## config.mk

```make
export PLATFORM = sky130hd
export DESIGN_NAME = seg_scan_ctrl
export DESIGN_NICKNAME = d
export VERILOG_FILES = /design/src/rtl/seg_scan_ctrl.sv
export SDC_FILE = /design/constraint.sdc
export NUM_CORES = 1
export LEC_CHECK = 0
export CAP_MARGIN = 15
export CORE_MARGIN = 4
export CORE_UTILIZATION = 50
export DETAILED_ROUTE_END_ITERATION = 10
export PLACE_DENSITY = 0.72
export SETUP_SLACK_MARGIN = 0.15
export SYNTH_ARGS = -nofsm -noshare
export SYNTH_HDL_FRONTEND = slang
export SYNTH_SLANG_ARGS = --single-unit
```

## constraint.sdc

```tcl
create_clock -name CLOCK_50 -period 2.2 [get_ports CLOCK_50]
set_input_delay 0.33 -clock CLOCK_50 [delete_from_list [all_inputs] [get_ports CLOCK_50]]
set_output_delay 0.33 -clock CLOCK_50 [all_outputs]
set_load 0.05 [all_outputs]
```

## src/rtl/seg_scan_ctrl.sv

```systemverilog
// rtl/seg_scan_ctrl.sv - multiplexed 7-segment scan controller with frame-boundary update commit (option: SEG_SCAN_LEADING_ZERO_BLANK_EN)
module seg_scan_ctrl #(
    parameter int DIGITS   = 4,
    parameter int PRESCALE = 50000,
    parameter int GAP      = 4
) (
    input  logic                  CLOCK_50,
    input  logic                  RST_N,
    input  logic [4*DIGITS-1:0]   LOAD_DATA,
    input  logic                  LOAD_VALID,
    output logic                  LOAD_READY,
    output logic [6:0]            SEG,
    output logic [DIGITS-1:0]     DIG_N,
    output logic                  FRAME_DONE
);

    localparam int CW = (PRESCALE > 1) ? $clog2(PRESCALE) : 1;
    localparam int IW = (DIGITS > 1) ? $clog2(DIGITS) : 1;

    localparam logic [CW-1:0] CNT_MAX = CW'(PRESCALE - 1);
    localparam logic [CW-1:0] GAP_CNT = CW'(GAP);
    localparam logic [IW-1:0] IDX_MAX = IW'(DIGITS - 1);

    typedef enum logic {
        ST_BLANK = 1'b0,
        ST_DRIVE = 1'b1
    } state_t;

    // A zero-length gap means a slot starts directly in DRIVE.
    localparam state_t ST_RESET = (GAP > 0) ? ST_BLANK : ST_DRIVE;

    logic [CW-1:0]          cnt_q, cnt_d;
    logic [IW-1:0]          idx_q, idx_d;
    state_t                 state_q, state_d;
    logic [4*DIGITS-1:0]    active_q, active_d;
    logic [4*DIGITS-1:0]    pending_q, pending_d;
    logic                   pending_full_q, pending_full_d;
    logic [6:0]             seg_q, seg_d;
    logic [DIGITS-1:0]      dig_n_q, dig_n_d;
    logic                   frame_done_q, frame_done_d;

    logic                   tick;
    logic                   wrap;
    logic                   accept;
    logic [3:0]             cur_nib;
    logic                   lz_blank;

    // Active-low hex decoder shared by all digits; bit 0 is segment a.
    function automatic logic [6:0] hex_to_seg(input logic [3:0] v);
        logic [6:0] s;
        case (v)
            4'h0: s = 7'h40;
            4'h1: s = 7'h79;
            4'h2: s = 7'h24;
            4'h3: s = 7'h30;
            4'h4: s = 7'h19;
            4'h5: s = 7'h12;
            4'h6: s = 7'h02;
            4'h7: s = 7'h78;
            4'h8: s = 7'h00;
            4'h9: s = 7'h10;
            4'hA: s = 7'h08;
            4'hB: s = 7'h03;
            4'hC: s = 7'h46;
            4'hD: s = 7'h21;
            4'hE: s = 7'h06;
            default: s = 7'h0E;
        endcase
        return s;
    endfunction

    assign tick       = (cnt_q == CNT_MAX);
    assign wrap       = tick && (idx_q == IDX_MAX);
    assign LOAD_READY = !pending_full_q;
    assign accept     = LOAD_VALID && LOAD_READY;

    assign SEG        = seg_q;
    assign DIG_N      = dig_n_q;
    assign FRAME_DONE = frame_done_q;

    // Slot prescaler and digit index; the index advances once per slot.
    always_comb begin
        cnt_d = cnt_q + 1'b1;
        idx_d = idx_q;
        if (tick) begin
            cnt_d = '0;
            if (idx_q == IDX_MAX) begin
                idx_d = '0;
            end else begin
                idx_d = idx_q + 1'b1;
            end
        end
    end

    // Slot FSM: blank for the first GAP cycles of a slot, drive for the rest.
    always_comb begin
        state_d = state_q;
        case (state_q)
            ST_BLANK: begin
                if (cnt_d >= GAP_CNT) begin
                    state_d = ST_DRIVE;
                end
            end
            ST_DRIVE: begin
                // cnt_d only drops below GAP when the slot wraps on tick.
                if (cnt_d < GAP_CNT) begin
                    state_d = ST_BLANK;
                end
            end
            default: state_d = ST_RESET;
        endcase
    end

    // Single-entry pending buffer; it moves into the displayed word only at a frame wrap.
    always_comb begin
        pending_d      = pending_q;
        pending_full_d = pending_full_q;
        active_d       = active_q;
        if (wrap && pending_full_q) begin
            active_d       = pending_q;
            pending_full_d = 1'b0;
        end
        if (accept) begin
            pending_d      = LOAD_DATA;
            pending_full_d = 1'b1;
        end
    end

    // Select the nibble of the displayed word belonging to the current digit.
    always_comb begin
        cur_nib = 4'h0;
        for (int k = 0; k < DIGITS; k++) begin
            if (idx_q == IW'(k)) begin
                cur_nib = active_q[4*k +: 4];
            end
        end
    end

`ifdef SEG_SCAN_LEADING_ZERO_BLANK_EN
    logic upper_zero;

    // Suppress a non-rightmost digit when it and every digit to its left are zero.
    always_comb begin
        upper_zero = 1'b1;
        for (int k = 0; k < DIGITS; k++) begin
            if ((k >= int'(idx_q)) && (active_q[4*k +: 4] != 4'h0)) begin
                upper_zero = 1'b0;
            end
        end
        lz_blank = (idx_q != '0) && upper_zero;
    end
`else
    // Every digit is shown, zeros included.
    always_comb begin
        lz_blank = 1'b0;
    end
`endif

    // Next registered outputs from the current slot state, digit and displayed word.
    always_comb begin
        seg_d        = 7'h7F;
        dig_n_d      = '1;
        frame_done_d = wrap;
        if ((state_q == ST_DRIVE) && !lz_blank) begin
            dig_n_d = ~(DIGITS'(1) << idx_q);
            seg_d   = hex_to_seg(cur_nib);
        end
    end

    // State and output registers; reset blanks the display and drops any pending word.
    always_ff @(posedge CLOCK_50 or negedge RST_N) begin
        if (!RST_N) begin
            cnt_q          <= '0;
            idx_q          <= '0;
            state_q        <= ST_RESET;
            active_q       <= '0;
            pending_q      <= '0;
            pending_full_q <= 1'b0;
            seg_q          <= 7'h7F;
            dig_n_q        <= '1;
            frame_done_q   <= 1'b0;
        end else begin
            cnt_q          <= cnt_d;
            idx_q          <= idx_d;
            state_q        <= state_d;
            active_q       <= active_d;
            pending_q      <= pending_d;
            pending_full_q <= pending_full_d;
            seg_q          <= seg_d;
            dig_n_q        <= dig_n_d;
            frame_done_q   <= frame_done_d;
        end
    end

endmodule

```

==> flow_summary.yaml <==
synthesis:
  avgSynthCellArea_um2: 12.0
  synth_area_mm2: 0.00311
  ys_types: 50
  synth_sequential_area_ratio: 0.519
  postSynthNetCount: 290
  yosys_register_bits: 64
  post_synth_inst_count: 260
  postSynth.asyncResetShare: 1.00
  count_of_flip_flops_with_a_built_in_enable_after_synthesis: 0
  yosysWarnings: 0
  synthFlopType: "sky130_fd_sc_hd__dfrtp_1"
placed_design:
  gp_congestion: 0.858
  io_buffer_count: 31
  placedInstanceArea_mm2: 0.00357
  place_hpwl_um: 4110
  post_placement_cell_count: 366
finish:
  finalNonFillerCells: 392
  syn2layout_area_growth_pct: 27.1
  final_layout_size_suffix_gt1_frac: 0.372
  final_net_count: 342
  design_area_mm2: 0.00395
  diode_insertion_count_for_antenna_repair: 0
  fillerInstances: 441
grt:
  maximum_number_of_pins_on_one_net_before_global_route_repair: 65
  grt_antenna_before_repair: 0
  wire_length_of_the_first_global_routing_pass_um: 10200
  grt_pass1_vias: 2089
  grt_util_met2: 0.263
  aggregate_global_routing_overflow: 0
  grt.busiest_layer: "met2"
  global_route.usage.met1: 0.242
  track_usage: 0.179
  grtUsageMet3: 0.0530
pwr:
  power.switching_uw: 550
  power_report.internal_total_mw: 1.69
  clkPwrFrac: 0.407
  vdd_ir_drop_max_mv: 0.525
  p_leak_nw: 1.76
  power_density_mw_per_mm2: 567
  total_power_mw: 2.24
  pwr-share-seq: 0.551
  comb_power_share: 0.042
  p_sw_frac: 0.245
route:
  detail_route.vias_per_cell: 5.39
  initialDrtViolationCount: 75
  drt-pass1-iter-count: 6
  drt_wl_total_um: 5990
  post_drt_wl_per_cell_um: 15.3
  remaining_design_rule_violation_count: 0
  drtAntennaViolNets: 0
  vias: 2114
timing:
  timing.final.crit_share: 0.926
  hold_ws_ns: 0.484
  period_needed_ns: 2.04
  finalClockSkew_ns: 0.0114
  final-max-slew-violation-count: 0
  finalSetupTns_ns: 0
  rsz0062_at_grt: "yes"
  count_of_final_hold_check_violations: 0
  setup_viol_count_final: 0
  relSlewSlack: 0.666
  worst_pin_slew_ns: 0.500
  maxClockFrequency_ghz: 0.491
worst_setup_path:
  worstPathArrival_ns: 2.31
  timing.setup.critical_path_class: "register to register"
  cp-startpoint: "idx_q[1]$_DFFE_PN0N_"
  worst-endpoint-required_ns: 2.47
  type_of_origin_of_the_critical_path: "register"
  crit_path_end_kind: "register"
  regToRegStartpoint: "idx_q[1]$_DFFE_PN0N_"
  critical_path_peak_fanout: 7
die:
  initial_utilization: 0.519
  num_io_pins: 32
  die_area_mm2: 0.00755
  die-width_um: 86.9
  fp.coreArea_mm2: 0.00599
  die_height_um: 86.9
  std_cell_rows: 28
clock_network:
  clock_latency_ns: 0.35
  cts_num_sinks: 64
  htree_levels: 3
  clock-root-buffer: "sky130_fd_sc_hd__clkbuf_8"
  tritoncts: "yes"
  tritoncts.num_buffers: 9
  clk_path_buf_depth: 2
  clkTransAtPathRegs_ns: 0.08
worst_hold_path:
  min-delay-path-class: "register to register"
  worst_min_path_start: "cnt_q[0]$_DFF_PN0_"
run_status:
  status: "complete, no violations"
flow_run:
  max-cap-violations: 0
## metal layers
layer	wire length, um	up-vias	part of all wire
li1	-	1027	-
met1	2840	1031	0.47
met3	255	10	0.043
met2	2760	46	0.46
met4	136	0	0.023
met5	0	-	0
## cell usage in the layout (no fill, tap or decap), types with 3 or more instances in the layout
cell                              netlist  final
sky130_fd_sc_hd__mux2_2                25     25
sky130_fd_sc_hd__inv_2                  0      4
sky130_fd_sc_hd__dfstp_2               11     11
sky130_fd_sc_hd__inv_1                 15     11
sky130_fd_sc_hd__nor4_2                 1      4
sky130_fd_sc_hd__xnor2_1                3      3
sky130_fd_sc_hd__nand4_1                4      4
sky130_fd_sc_hd__dfrtp_1               53     52
sky130_fd_sc_hd__a21oi_2                1      3
sky130_fd_sc_hd__xor2_1                 8      8
sky130_fd_sc_hd__nand2_1               16     16
sky130_fd_sc_hd__buf_4                  0     18
sky130_fd_sc_hd__o21ai_0               10      8
sky130_fd_sc_hd__clkdlybuf4s50_1        0     29
sky130_fd_sc_hd__a21oi_1               12     10
sky130_fd_sc_hd__o211ai_1               5      5
sky130_fd_sc_hd__nand3_1               10     10
sky130_fd_sc_hd__nor2_1                13     13
sky130_fd_sc_hd__ha_4                   0      4
sky130_fd_sc_hd__nor3b_1                3      3
sky130_fd_sc_hd__mux2_4                 9      9
sky130_fd_sc_hd__ha_1                  11      3
sky130_fd_sc_hd__clkbuf_8               0      9
sky130_fd_sc_hd__ha_2                   0      4
## synth_stat cells (4+ instances only)
master                     count  share of area
sky130_fd_sc_hd__a21oi_1      12          0.019
sky130_fd_sc_hd__buf_2         6         0.0097
sky130_fd_sc_hd__dfrtp_1      53           0.43
sky130_fd_sc_hd__dfstp_2      11          0.093
sky130_fd_sc_hd__ha_1         11          0.044
sky130_fd_sc_hd__inv_1        15          0.018
sky130_fd_sc_hd__mux2_2       25          0.091
sky130_fd_sc_hd__mux2_4        9          0.043
sky130_fd_sc_hd__nand2_1      16          0.019
sky130_fd_sc_hd__nand3_1      10          0.016
sky130_fd_sc_hd__nand4_1       4         0.0080
sky130_fd_sc_hd__nor2_1       13          0.016
sky130_fd_sc_hd__nor4_1        4         0.0080
sky130_fd_sc_hd__o211ai_1      5          0.012
sky130_fd_sc_hd__o21ai_0      10          0.016
sky130_fd_sc_hd__xor2_1        8          0.023
## metrics by stage
step,worst slack (ns),util
after floorplan,0.0716,-
after global placement,0.141,0.595
after detailed placement,0.105,0.595
after CTS,0.152,0.643
after global routing,0.0469,0.660
final,0.163,0.660
## state kept, by name, summed over array words and instances, names as in the netlist
name,flops
cnt_q,16
pending_q,16
SEG,7
pending_full_q,1
DIG_N,4
active_q,16
idx_q,2
FRAME_DONE,1
state_q,1
## worst paths after layout
| check | end | slack, ns | depth (start not counted) |
|---|---|---|---|
| setup reg to reg | SEG[3]$_DFF_PN1_ | 0.16 | 9 |
| hold reg to reg | cnt_q[0]$_DFF_PN0_ | 0.48 | 1 |
| hold / removal | cnt_q[0]$_DFF_PN0_ | 0.48 | 1 |
| setup / recovery | SEG[3]$_DFF_PN1_ | 0.16 | 9 |
| max in group asynchronous | SEG[5]$_DFF_PN1_ | 1.35 | 3 |
| min in group asynchronous | cnt_q[0]$_DFF_PN0_ | 0.51 | 3 |
## kinds of logic (layout without fill, tap and decap cells)
| logic type | Yosys count | after routing | synth area share |
|---|---|---|---|
| multiplexers | 36 | 36 | 0.144 |
| AND/OR/NAND/NOR | 73 | 73 | 0.144 |
| XOR/XNOR | 11 | 11 | 0.0310 |
| adder cells (fa/ha/maj) | 11 | 11 | 0.0442 |
| AO/OA/AOI/OAI | 39 | 39 | 0.0801 |
| flip-flops | 64 | 64 | 0.519 |
| buffers and inverters | 26 | 83 | 0.0370 |
## power by group through the flow
stage / clock network, mW / registers, mW / logic [mW]
after floorplan: 0 / 1.25 / 0.0342
after global placement: 0 / 1.26 / 0.0923
after detailed placement: 0 / 1.26 / 0.0965
after CTS: 0.934 / 1.24 / 0.0979
after global routing: 0.997 / 1.24 / 0.106
final: 0.912 / 1.24 / 0.0947
## worst max-delay path: stages (launching register included)
cell and delay [ns]:
sky130_fd_sc_hd__dfrtp_1 0.43, sky130_fd_sc_hd__inv_2 0.10, sky130_fd_sc_hd__ha_4 0.19, sky130_fd_sc_hd__a21oi_2 0.11
sky130_fd_sc_hd__o21ai_1 0.08, sky130_fd_sc_hd__a22oi_2 0.21, sky130_fd_sc_hd__inv_2 0.08, sky130_fd_sc_hd__ha_4 0.17
sky130_fd_sc_hd__mux4_2 0.45, sky130_fd_sc_hd__nand2b_4 0.14
## timing repair
action	4_1_cts	5_1_grt
resized for setup	13	11
hold endpoints to repair	53	0
hold buffers	1	0
endpoints found under the setup margin	2	19
pin swaps	3	4
buffers inserted	4	5
## cell type report
class                           instances  area, um2  area share
Multi-Input combinational cell        170       1510       0.383
Clock buffer                            9        124      0.0313
Timing Repair Buffer                   52        493       0.125
Inverter                               15       56.3      0.0142
Clock inverter                          7       55.1      0.0139
Tap cell                               75       93.8      0.0237
Sequential cell                        64       1620       0.409
Power figures use the tool's default switching activity.
